`src/rtl/frac_tick_gen_pkg.sv`:
```
// Shared types and default rates for the fractional tick generator.
// Default increments are derived from the core, rtc and uart frequencies.
package frac_tick_gen_pkg;

    localparam int unsigned ACC_WIDTH_MAX = 32;

    localparam longint unsigned CLK_FREQ = 64'd20_000_000;
    localparam longint unsigned RTC_FREQ = 64'd32_768;
    localparam longint unsigned BAUDRATE = 64'd115_200;

    localparam logic MODE_INT  = 1'b0;
    localparam logic MODE_FRAC = 1'b1;

    typedef struct packed {
        logic                     en;
        logic                     mode;
        logic [ACC_WIDTH_MAX-1:0] inc;
    } tick_cfg_t;

    typedef enum logic [1:0] {
        ACC_CLEAR,
        ACC_FRAC,
        ACC_INT
    } acc_op_e;

    // round(2^ACC_WIDTH_MAX * freq / CLK_FREQ)
    function automatic logic [ACC_WIDTH_MAX-1:0] rate_inc(
        input longint unsigned freq
    );
        longint unsigned num;
        num = (freq << ACC_WIDTH_MAX) + CLK_FREQ / 2;
        return ACC_WIDTH_MAX'(num / CLK_FREQ);
    endfunction

    localparam logic [ACC_WIDTH_MAX-1:0] RTC_INC  = rate_inc(RTC_FREQ);
    localparam logic [ACC_WIDTH_MAX-1:0] BAUD_INC = rate_inc(BAUDRATE);

endpackage

```
`src/rtl/frac_tick_gen_channel.sv`:
```
// One tick channel: config registers, accumulator/divider, tick and
// free-running tick counter.
module tick_channel
    import frac_tick_gen_pkg::*;
#(
    parameter int                   ACC_WIDTH = 32,
    parameter logic                 DEF_MODE  = MODE_FRAC,
    parameter logic [ACC_WIDTH-1:0] DEF_INC   = '0
) (
    input  logic        clock,
    input  logic        reset,
    input  logic        load,
    input  logic        clear,
    input  tick_cfg_t   cfg,
    output logic        tick,
    output logic [15:0] tick_cnt
);

    logic                 en_q;
    logic                 mode_q;
    logic [ACC_WIDTH-1:0] inc_q;
    logic [ACC_WIDTH-1:0] acc_q;

    logic [ACC_WIDTH-1:0] acc_d;
    logic                 tick_d;
    logic [ACC_WIDTH:0]   sum;
    acc_op_e              op;

    always_comb begin
        if (load || clear || !en_q) begin
            op = ACC_CLEAR;
        end else if (mode_q == MODE_FRAC) begin
            op = ACC_FRAC;
        end else begin
            op = ACC_INT;
        end
    end

    // Carry out of the widened sum is the fractional tick.
    always_comb begin
        sum    = {1'b0, acc_q} + {1'b0, inc_q};
        acc_d  = '0;
        tick_d = 1'b0;
        unique case (op)
            ACC_CLEAR: begin
                acc_d  = '0;
                tick_d = 1'b0;
            end
            ACC_FRAC: begin
                acc_d  = sum[ACC_WIDTH-1:0];
                tick_d = sum[ACC_WIDTH];
            end
            ACC_INT: begin
                if (acc_q == inc_q) begin
                    acc_d  = '0;
                    tick_d = 1'b1;
                end else begin
                    acc_d  = acc_q + 1'b1;
                    tick_d = 1'b0;
                end
            end
            default: begin
                acc_d  = '0;
                tick_d = 1'b0;
            end
        endcase
    end

    always_ff @(posedge clock or posedge reset) begin
        if (reset) begin
            en_q     <= 1'b1;
            mode_q   <= DEF_MODE;
            inc_q    <= DEF_INC;
            acc_q    <= '0;
            tick     <= 1'b0;
            tick_cnt <= '0;
        end else begin
            if (load) begin
                en_q   <= cfg.en;
                mode_q <= cfg.mode;
                inc_q  <= cfg.inc[ACC_WIDTH-1:0];
            end
            acc_q <= acc_d;
            tick  <= tick_d;
            if (tick_d) begin
                tick_cnt <= tick_cnt + 16'd1;
            end
        end
    end

endmodule

```
`src/rtl/frac_tick_gen.sv`:
```
// Multi-channel clock-enable generator with integer or fractional rate
// per channel, runtime write port and global phase realign.
module frac_tick_gen
    import frac_tick_gen_pkg::*;
#(
    parameter int                           CHANNELS  = 2,
    parameter int                           ACC_WIDTH = 32,
    parameter logic [CHANNELS-1:0]          DEF_MODE  = {MODE_FRAC, MODE_FRAC},
    parameter logic [CHANNELS*ACC_WIDTH-1:0] DEF_INC  = {BAUD_INC, RTC_INC}
) (
    input  logic                     clock,
    input  logic                     reset,
    input  logic                     cfg_we,
    input  logic [2:0]               cfg_ch,
    input  logic                     cfg_en,
    input  logic                     cfg_mode,
    input  logic [ACC_WIDTH-1:0]     cfg_inc,
    input  logic                     sync,
    output logic [CHANNELS-1:0]      tick,
    output logic [CHANNELS*16-1:0]   tick_cnt
);

    tick_cfg_t cfg_wr;

    assign cfg_wr = '{
        en:   cfg_en,
        mode: cfg_mode,
        inc:  ACC_WIDTH_MAX'(cfg_inc)
    };

    // Indices at or beyond CHANNELS match no channel, so the write drops.
    for (genvar c = 0; c < CHANNELS; c++) begin : gen_ch
        logic load;

        assign load = cfg_we && (cfg_ch == 3'(c));

        tick_channel #(
            .ACC_WIDTH (ACC_WIDTH),
            .DEF_MODE  (DEF_MODE[c]),
            .DEF_INC   (DEF_INC[c*ACC_WIDTH +: ACC_WIDTH])
        ) u_ch (
            .clock    (clock),
            .reset    (reset),
            .load     (load),
            .clear    (sync),
            .cfg      (cfg_wr),
            .tick     (tick[c]),
            .tick_cnt (tick_cnt[c*16 +: 16])
        );
    end

endmodule

```
`config.mk`:
```
export PLATFORM = sky130hd
export DESIGN_NAME = frac_tick_gen
export DESIGN_NICKNAME = d
export VERILOG_FILES = /design/src/rtl/frac_tick_gen_pkg.sv /design/src/rtl/frac_tick_gen_channel.sv /design/src/rtl/frac_tick_gen.sv
export SDC_FILE = /design/constraint.sdc
export NUM_CORES = 1
export LEC_CHECK = 0
export BUFFER_PORTS_ARGS = -buffer_cell sky130_fd_sc_hd__buf_4
export CAP_MARGIN = 20
export CORE_MARGIN = 4
export CORE_UTILIZATION = 51
export DETAILED_ROUTE_END_ITERATION = 10
export PLACE_DENSITY = 0.75
export SYNTH_ARGS = -nofsm -noshare
export SYNTH_HDL_FRONTEND = slang
export SYNTH_SLANG_ARGS = --single-unit
```
`constraint.sdc`:
```
create_clock -name clock -period 5.1 [get_ports clock]
set_input_delay 0.255 -clock clock [delete_from_list [all_inputs] [get_ports clock]]
set_output_delay 0.255 -clock clock [all_outputs]
set_load 0.05 [all_outputs]
```
* Word level (Yosys, flattened, before mapping)
Cells that the tools add are included.
Widths: inputs -> output; s select.
** Cells by class
- Add/sub/neg operators :: 6
- Eq/ne operators :: 7
- Multiplexer cells :: 12
- Reduce and logical (&&, ||, !) cells :: 9
** Operators by type and width (count)
- $pmux 32 s2 :: 2
- $add 32x32->33 :: 2
- $add 32x1->32 const B :: 2
- $eq 32x32->1 :: 2
- $mux 32 :: 2
- $add 16x1->16 const B :: 2
- $mux 2 :: 4
- $eq 2x1->1 const B :: 2
- $eq 2x2->1 const B :: 2
- $logic_or 1x1->1 :: 4
- $pmux 1 s2 :: 2
- $eq 3x1->1 const B :: 1
- $logic_not 3->1 :: 1
- $logic_and 1x1->1 :: 2
- $logic_not 1->1 :: 2
- $mux 1 :: 2
** Word-level totals
- Register bits :: 166
- Bits of input ports :: 41
- Output and inout port bits :: 34

* Logic depth before layout (Yosys ltp)
Gate-level depths: netlist (run 1).
- Depth in word-level cells :: 7
- Mapped depth :: 13
- Mapped depth without buffers :: 11

* Cells and area by module
From an unflattened synthesis (run 1), not the netlist that was laid out.
** Unflattened totals
- Cell total of the unflattened synthesis :: 1118
- Area total of the unflattened synthesis :: 10946.7 um^2
** Modules (own cells, without submodules)
- tick_channel (gen_ch[0].u_ch) :: times used 1, cells an instance 558, area an instance 5460.2 um^2
- tick_channel (gen_ch[1].u_ch) :: times used 1, cells an instance 558, area an instance 5459.0 um^2
- frac_tick_gen :: times used 1, cells an instance 2, area an instance 27.5 um^2

* Worst setup path after synthesis (run 1)
Ideal clock, no wire load.
- Kind :: reg-to-reg
- Start :: register gen_ch[1].u_ch.acc_q[0]
- End :: register gen_ch[1].u_ch.tick_cnt[3]
- Setup time :: 0.142 ns
- Data arrival time :: 2.540 ns
- Required time :: 4.958 ns
- Setup slack :: 2.418 ns
- Cell stages (with the launch flop) :: 13
- Path buffers :: 1
- Period minus slack after synthesis :: 2.682 ns
- Cell sequence :: dfrtp_1 -> ha_1 -> inv_1 -> fa_1 -> nand2b_1 -> a211oi_1 -> o21a_1 -> or3_1 -> a31oi_2 -> o21ai_2 -> buf_4 -> nand3_1 -> xnor2_1
** On the way
- Longest elaborated chain between the ends :: 3
- Elaborated cells on any way between the ends :: 4
** RTL lines
- from (decl) :: line frac_tick_gen_channel.sv:22 : logic [ACC_WIDTH-1:0] acc_q;
- from (signal assigned) :: line frac_tick_gen_channel.sv:74 : acc_q <= '0;
- from (signal assigned) :: line frac_tick_gen_channel.sv:83 : acc_q <= acc_d;
- parallel branches: the longest is 2 deep, another holds $add 32x32->33
- $pmux 1 s2 (*) :: line frac_tick_gen_channel.sv:44 : unique case (op)
- named net gen_ch[1].u_ch.tick_d :: line frac_tick_gen_channel.sv:25 : logic tick_d;
- to (signal assigned) :: line frac_tick_gen_channel.sv:86 : tick_cnt <= tick_cnt + 16'd1;
- to (decl) :: line frac_tick_gen_channel.sv:16 : output logic [15:0] tick_cnt
Mark *: on every way through the listed nets, which the timed path passes.
A chain may end at the register's enable or synchronous reset.

* Worst setup path in the final report (run 1)
- Start :: register gen_ch[0].u_ch.acc_q[0]
- End :: register gen_ch[0].u_ch.tick_cnt[14]
** On the way
- Longest elaborated chain between the ends :: 3
- Elaborated cells on any way between the ends :: 4
** RTL lines (line)
- from (decl) :: frac_tick_gen_channel.sv:22
- from (signal assigned) :: frac_tick_gen_channel.sv:74
- from (signal assigned) :: frac_tick_gen_channel.sv:83
- parallel branches: the longest is 2 deep, another holds $add 32x32->33
- $pmux 1 s2 (*) :: frac_tick_gen_channel.sv:44
- to (signal assigned) :: frac_tick_gen_channel.sv:86
- to (decl) :: frac_tick_gen_channel.sv:16
Every way passes the cells marked *.

==> results_dict.tcl, run 1 <==
set metrics [dict create \
    drt-pass1-iter-count 5 \
    clock-sinks 166 \
    max_freq_mhz 294 \
    root_buffer "clkbuf_16" \
    arrival_ns 3.73 \
    rrSetupSlack_ns 1.70 \
    clockBufferDepth 2 \
    setup_ws_ns 1.70 \
    via_count 8735 \
    power_frac_seq_pct 38.8 \
    min_path_cells 3 \
    yosysWarnings 0 \
    clkLatencyLatePin_ns 0.44 \
    ff2ff_path_depth 11 \
    start_util_pct 52.4 \
    core_region_area_um2 21200 \
    fillers 1791 \
    cts_setup_buffers 0 \
    overflow 0 \
    global_route.usage.total_pct 22.3 \
    grt_start_max_net_pins 71 \
    pre_cts_slack_ns 1.68 \
    grt_pass1_vias 8675 \
    cts_buffers 17 \
    synth_cell_types 84 \
    synth_edf_count 0 \
    finalWirelength_um 26600 \
    dp_hpwl_um 19800 \
    skew_ns 0.00978 \
    post-route-min-period_ns 3.40 \
    portBuffers 74 \
    power_density_nw_per_um2 365 \
    syn_area_um2 11100 \
    io_pins 75 \
    cp-end-kind "flip-flop" \
    p_leak_nw 5.38 \
    power.switching_w 0.00169 \
    area_delta_synth_final_pct 11.7 \
    cap_viol_max_count 0 \
    r2r-start "gen_ch[0].u_ch.acc_q[0]" \
    worstPathRequired_ns 5.42 \
    worstPathMaxFanout 17 \
    synth.top_cell.area_share_pct 30.0 \
    status "finished clean" \
    final-instance-count-excl-fill 1460 \
    wl_per_cell_um 18.2 \
    setup-tns-final_ns 0 \
    relSlewSlack_pct 39.8 \
    ys_ff_latch 166 \
    endpoint "gen_ch[0].u_ch.tick_cnt[14]" \
    post-route-util_pct 58.5 \
    htree_levels 4 \
    hold_class "input port to flip-flop" \
    layout_common_cells "133 x dfrtp_1, 80 x xnor2_1, 80 x buf_4" \
    slew_viol_final 0 \
    grt_pass1_wl_um 44200 \
    vias_per_cell 5.98 \
    rows 53 \
    drt_iter0_drc 535 \
    seq_area_um2 4200 \
    rsz0062_at_grt "false" \
    clockPowerShare_pct 27.9 \
    nets 1283 \
    drc 0 \
    yosysTopAreaCell "dfrtp_1" \
    hold_ws_ns 0.0321 \
    final_common_cell "dfrtp_1" \
    clk_pin_slew_worst_paths_ns 0.08 \
    chipHeight_um 156 \
    yosysSeqAreaShare_pct 37.8 \
    ir_drop_mv 0.212 \
    syn_inst 1129 \
    setup_viol 0 \
    crit_start "gen_ch[0].u_ch.acc_q[0]" \
    die_w_um 156 \
    drtAntennaViolNets 0 \
    synth.area.top_cells "dfrtp_1 30%, dfstp_2 7.8%, ha_1 7.7%" \
    worst_pin_slew_ns 0.904 \
    p_int_w 0.00284 \
    async_flop_share_pct 100 \
    antenna_found_initial 0 \
    diodes 0 \
    critPathKind "flip-flop to flip-flop" \
    min_from "cfg_inc[1]" \
    drive_gt1_share_pct 21.3 \
    tritoncts "built" \
    ys.flop_type "dfrtp_1" \
    synth_area_per_cell_um2 9.84 \
    switching_share_pct 37.4 \
    syn_nets 1240 \
    multi_input_area_um2 6500 \
    r2r_end "gen_ch[0].u_ch.tick_cnt[14]" \
    startpoint_type "flip-flop" \
    die_area_um2 24200 \
    finalCritPeriodShare_pct 66.8 \
    gp_congestion 0.934 \
    hold_viol_final 0 \
    pwr-share-comb_pct 33.3 \
    dp.cells 1427 \
]
## what timing repair did
| item | in CTS | in global routing |
|---|---|---|
| hold buffers | 1 | 0 |
| gates resized for setup | 0 | 0 |
| endpoints found under the hold margin | 58 | 0 |
## metrics by stage
stage               cell area, µm²  total power (W)
CTS                          12400          0.00454
global placement             11800          0.00321
global route                 12400          0.00478
finish                       12400          0.00453
floorplan                    11100          0.00289
detailed placement           11800          0.00326
## sequential cells by signal (all words and copies together), names as in the netlist
name	cells
gen_ch.u_ch.en_q	2
gen_ch.u_ch.tick_cnt	32
gen_ch.u_ch.acc_q	64
gen_ch.u_ch.mode_q	2
gen_ch.u_ch.tick	2
gen_ch.u_ch.inc_q	64
## kinds of logic after synthesis
kind of cell             count (synthesis)  share of synthesized area [%]
AND/OR/NAND/NOR                        326                           16.2
AO/OA/AOI/OAI                          252                           15.4
flip-flops                             166                           37.8
XOR/XNOR                               143                           11.3
buffers and inverters                   98                           3.93
multiplexers                            74                           7.47
adder cells (fa/ha/maj)                 70                           8.02
## worst min path at each step
| stage | end | slack [ns] |
|---|---|---|
| after detailed placement | gen_ch[1].u_ch.inc_q[28] | 0.40 |
| after CTS | gen_ch[1].u_ch.inc_q[1] | 0.02 |
| after floorplan | gen_ch[0].u_ch.inc_q[1] | 0.36 |
| final | gen_ch[1].u_ch.inc_q[1] | 0.03 |
| after global routing | gen_ch[0].u_ch.inc_q[6] | 0.05 |
| after global placement | gen_ch[1].u_ch.inc_q[30] | 0.39 |
## power by group through the flow
stage	clock network [W]	logic, W	registers (W)
2_1_floorplan	0	0.00111	0.00177
3_3_place_gp	0	0.00145	0.00177
3_5_place_dp	0	0.00148	0.00177
4_1_cts	0.00129	0.00150	0.00175
5_1_grt	0.00134	0.00165	0.00178
6_report	0.00126	0.00151	0.00176
## critical path, cell delays in order, from the launching register on
cell       delay (ns)
dfrtp_1          0.43
ha_1             0.19
inv_1            0.05
fa_1             0.39
and2b_1          0.27
o31ai_4          0.10
a2111oi_4        0.42
o311ai_2         0.12
nand3_1          0.15
o31a_1           0.75
nand4_1          0.23
xnor2_1          0.19
## synth_stat cells, types with 8 or more instances
| cell | count |
|---|---|
| a21oi_1 | 59 |
| o21bai_1 | 16 |
| dfstp_2 | 33 |
| nor2_1 | 58 |
| nor3b_1 | 8 |
| buf_2 | 11 |
| nand2_1 | 71 |
| o21ai_0 | 29 |
| nand4_1 | 35 |
| buf_4 | 8 |
| mux2_2 | 67 |
| nand3_1 | 41 |
| and2_1 | 10 |
| nand2b_1 | 8 |
| nor3_1 | 11 |
| a21o_1 | 26 |
| inv_1 | 39 |
| xor2_1 | 63 |
| clkbuf_1 | 32 |
| ha_1 | 68 |
| dfrtp_1 | 133 |
| nor4_1 | 16 |
| o22ai_1 | 58 |
| xnor2_1 | 80 |
| and3_1 | 27 |
## metal layers
| metal | up-vias | global-route usage [%] | routed length (µm) |
|---|---|---|---|
| met4 | 0 | 7.50 | 573 |
| met1 | 4289 | 31.1 | 12100 |
| li1 | 4208 | - | - |
| met2 | 191 | 36.7 | 13000 |
| met5 | - | 0 | 0 |
| met3 | 47 | 2.36 | 991 |
## cell type report
cell class              instances  share of cell area (%)
flip-flops and latches        166                    33.8
clock inverters                14                    1.11
clock buffers                  18                    3.54
repair buffers                 82                    5.14
multi-input cells             865                    52.4
inverters                      40                    1.25
well taps                     275                    2.77
Power figures use the tool's default switching activity.
==> run 2, diff against run 1 <==
clock period = 3.5 ns   (was 5.1 ns; I/O delays follow)
==> results_dict.tcl, run 2 (synthesis results as in run 1) <==
set metrics [dict create \
    power_density_nw_per_um2 520 \
    grt_pass1_wl_um 44500 \
    slew_viol_final 0 \
    rsz0062_at_grt "false" \
    routed-wl-met3_um 1170 \
    setup-tns-final_ns 0 \
    overflow 0 \
    place_area_um2 11900 \
    root_buffer "clkbuf_16" \
    worstPathRequired_ns 3.78 \
    cts_setup_buffers 0 \
    global_route.usage.total_pct 22.4 \
    hold_class "input port to flip-flop" \
    wl_met2_um 13200 \
    core_region_area_um2 21200 \
    grt_start_max_net_pins 73 \
    vias_per_cell 5.96 \
    tritoncts "built" \
    post-route-util_pct 60.2 \
    cts_buffers 17 \
    reg_top3 "gen_ch.u_ch.acc_q: 64 flops, gen_ch.u_ch.inc_q: 64 flops, gen_ch.u_ch.tick_cnt: 32 flops" \
    antenna_found_initial 0 \
    critPathKind "flip-flop to flip-flop" \
    grt_pass1_vias 8661 \
    layout_common_cells "133 x dfrtp_1, 88 x buf_4, 80 x xnor2_1" \
    crit_slowest_cell "ha_1" \
    drc 0 \
    max_freq_mhz 330 \
    arrival_ns 3.31 \
    path_delay_family "simple AND/OR/NAND/NOR gates" \
    clkLatencyLatePin_ns 0.44 \
    clk_pin_slew_worst_paths_ns 0.07 \
    io_pins 75 \
    critPathBufInv 0 \
    die_w_um 156 \
    cts_hold_buffers 28 \
    area_delta_synth_final_pct 14.9 \
    drt-pass1-iter-count 6 \
    path_cells "ha_1 > nand4_2 > or3_4 > or3_1 > o41ai_2 > o221ai_2 > o31ai_2 > mux2i_1 > o221ai_1" \
    dr.max_layer_used "met4" \
    crit_start "gen_ch[1].u_ch.acc_q[16]" \
    p_leak_nw 5.54 \
    clock-sinks 166 \
    post-route-min-period_ns 3.03 \
    worst_pin_slew_ns 0.822 \
    status "finished clean" \
    portBuffers 74 \
    r2r-start "gen_ch[1].u_ch.acc_q[16]" \
    gp_congestion 0.939 \
    nets 1321 \
    rows 53 \
    hold_viol_final 0 \
    critPathMaxStageDelay_ns 0.49 \
    drtAntennaViolNets 0 \
    final_common_cell "dfrtp_1" \
    skew_ns 0.0108 \
    htree_levels 4 \
    chipHeight_um 156 \
    min_from "cfg_inc[21]" \
    finalWirelength_um 27200 \
    wl_per_cell_um 18.2 \
    relSlewSlack_pct 45.1 \
    dp_hpwl_um 19700 \
    start_util_pct 52.4 \
    ctsResizeCount 0 \
    clockBufferDepth 2 \
    drt_iter0_drc 620 \
    cap_viol_max_count 0 \
    diodes 0 \
    startpoint_type "flip-flop" \
    pre_cts_slack_ns 0.528 \
    wl_met1_um 12200 \
    worstPathMaxFanout 7 \
    cp-end-kind "flip-flop" \
    setup_viol 0 \
    ir_drop_mv 0.356 \
    fin_area_um2 12800 \
    via_count 8924 \
    setup_ws_ns 0.474 \
    die_area_um2 24200 \
    finalCritPeriodShare_pct 86.5 \
    drive_gt1_share_pct 21.3 \
]
==> run 2: cell types whose count changed in the layout (fill, tap and decap cells not counted), sizes merged <==
| cell | before | now |
|---|---|---|
| inv | 48 | 45 |
| clkinv | 2 | 3 |
| dlygate4sd3 | 1 | 30 |
| bufinv | 0 | 1 |
| clkinvlp | 4 | 5 |
| buf | 81 | 90 |
==> run 2: metal layers <==
| layer | track usage [%] | up-vias |
|---|---|---|
| met5 | 0 | - |
| met4 | 7.29 | 0 |
| met3 | 3.58 | 44 |
| met2 | 36.2 | 250 |
| met1 | 31.1 | 4349 |
| li1 | - | 4281 |
==> run 2: power by group <==
group / internal, W / switching [W] / leakage, nW
clock: 0.000998 / 0.000833 / 0.268
sequential: 0.00227 / 0.000298 / 2.12
combinational: 0.000932 / 0.00131 / 3.15
total: 0.00420 / 0.00244 / 5.54
==> run 2: final timing paths <==
check / to / slack (ns) / depth (start not counted)
setup / recovery: gen_ch[1].u_ch.acc_q[31] / 0.47 / 9
hold / removal: gen_ch[1].u_ch.inc_q[21] / 0.007 / 2
setup reg to reg: gen_ch[1].u_ch.acc_q[31] / 0.47 / 9
hold reg to reg: gen_ch[0].u_ch.tick_cnt[15] / 0.48 / 1
max in group asynchronous: gen_ch[1].u_ch.en_q / 2.23 / 4
min in group asynchronous: gen_ch[1].u_ch.acc_q[5] / 0.42 / 3
==> run 2: worst reg2reg max path: stages (launching register included) <==
cell and delay [ns]:
dfrtp_1 0.42, ha_1 0.49, nand4_2 0.18, or3_4 0.38
or3_1 0.34, o41ai_2 0.08, o221ai_2 0.27, o31ai_2 0.34
mux2i_1 0.26, o221ai_1 0.14
==> run 2: cell type report <==
cell class / count / area, µm²
Inverter: 40 / 154
Clock buffer: 18 / 429
Tap cell: 275 / 344
Multi-Input combinational cell: 865 / 6500
Clock inverter: 14 / 140
Timing Repair Buffer: 120 / 1000
Sequential cell: 166 / 4200
Fill cell: 1739 / 8450
==> run 2: metrics by stage <==
stage | total power [W] | std cells | hold slack, ns
after global placement | 0.00470 | 1436 | 0.328
after detailed placement | 0.00475 | 1436 | 0.329
after floorplan | 0.00420 | 1129 | 0.284
after CTS | 0.00663 | 1496 | 0.00252
after global routing | 0.00699 | 1498 | 0.00207
final | 0.00664 | 1498 | 0.00675
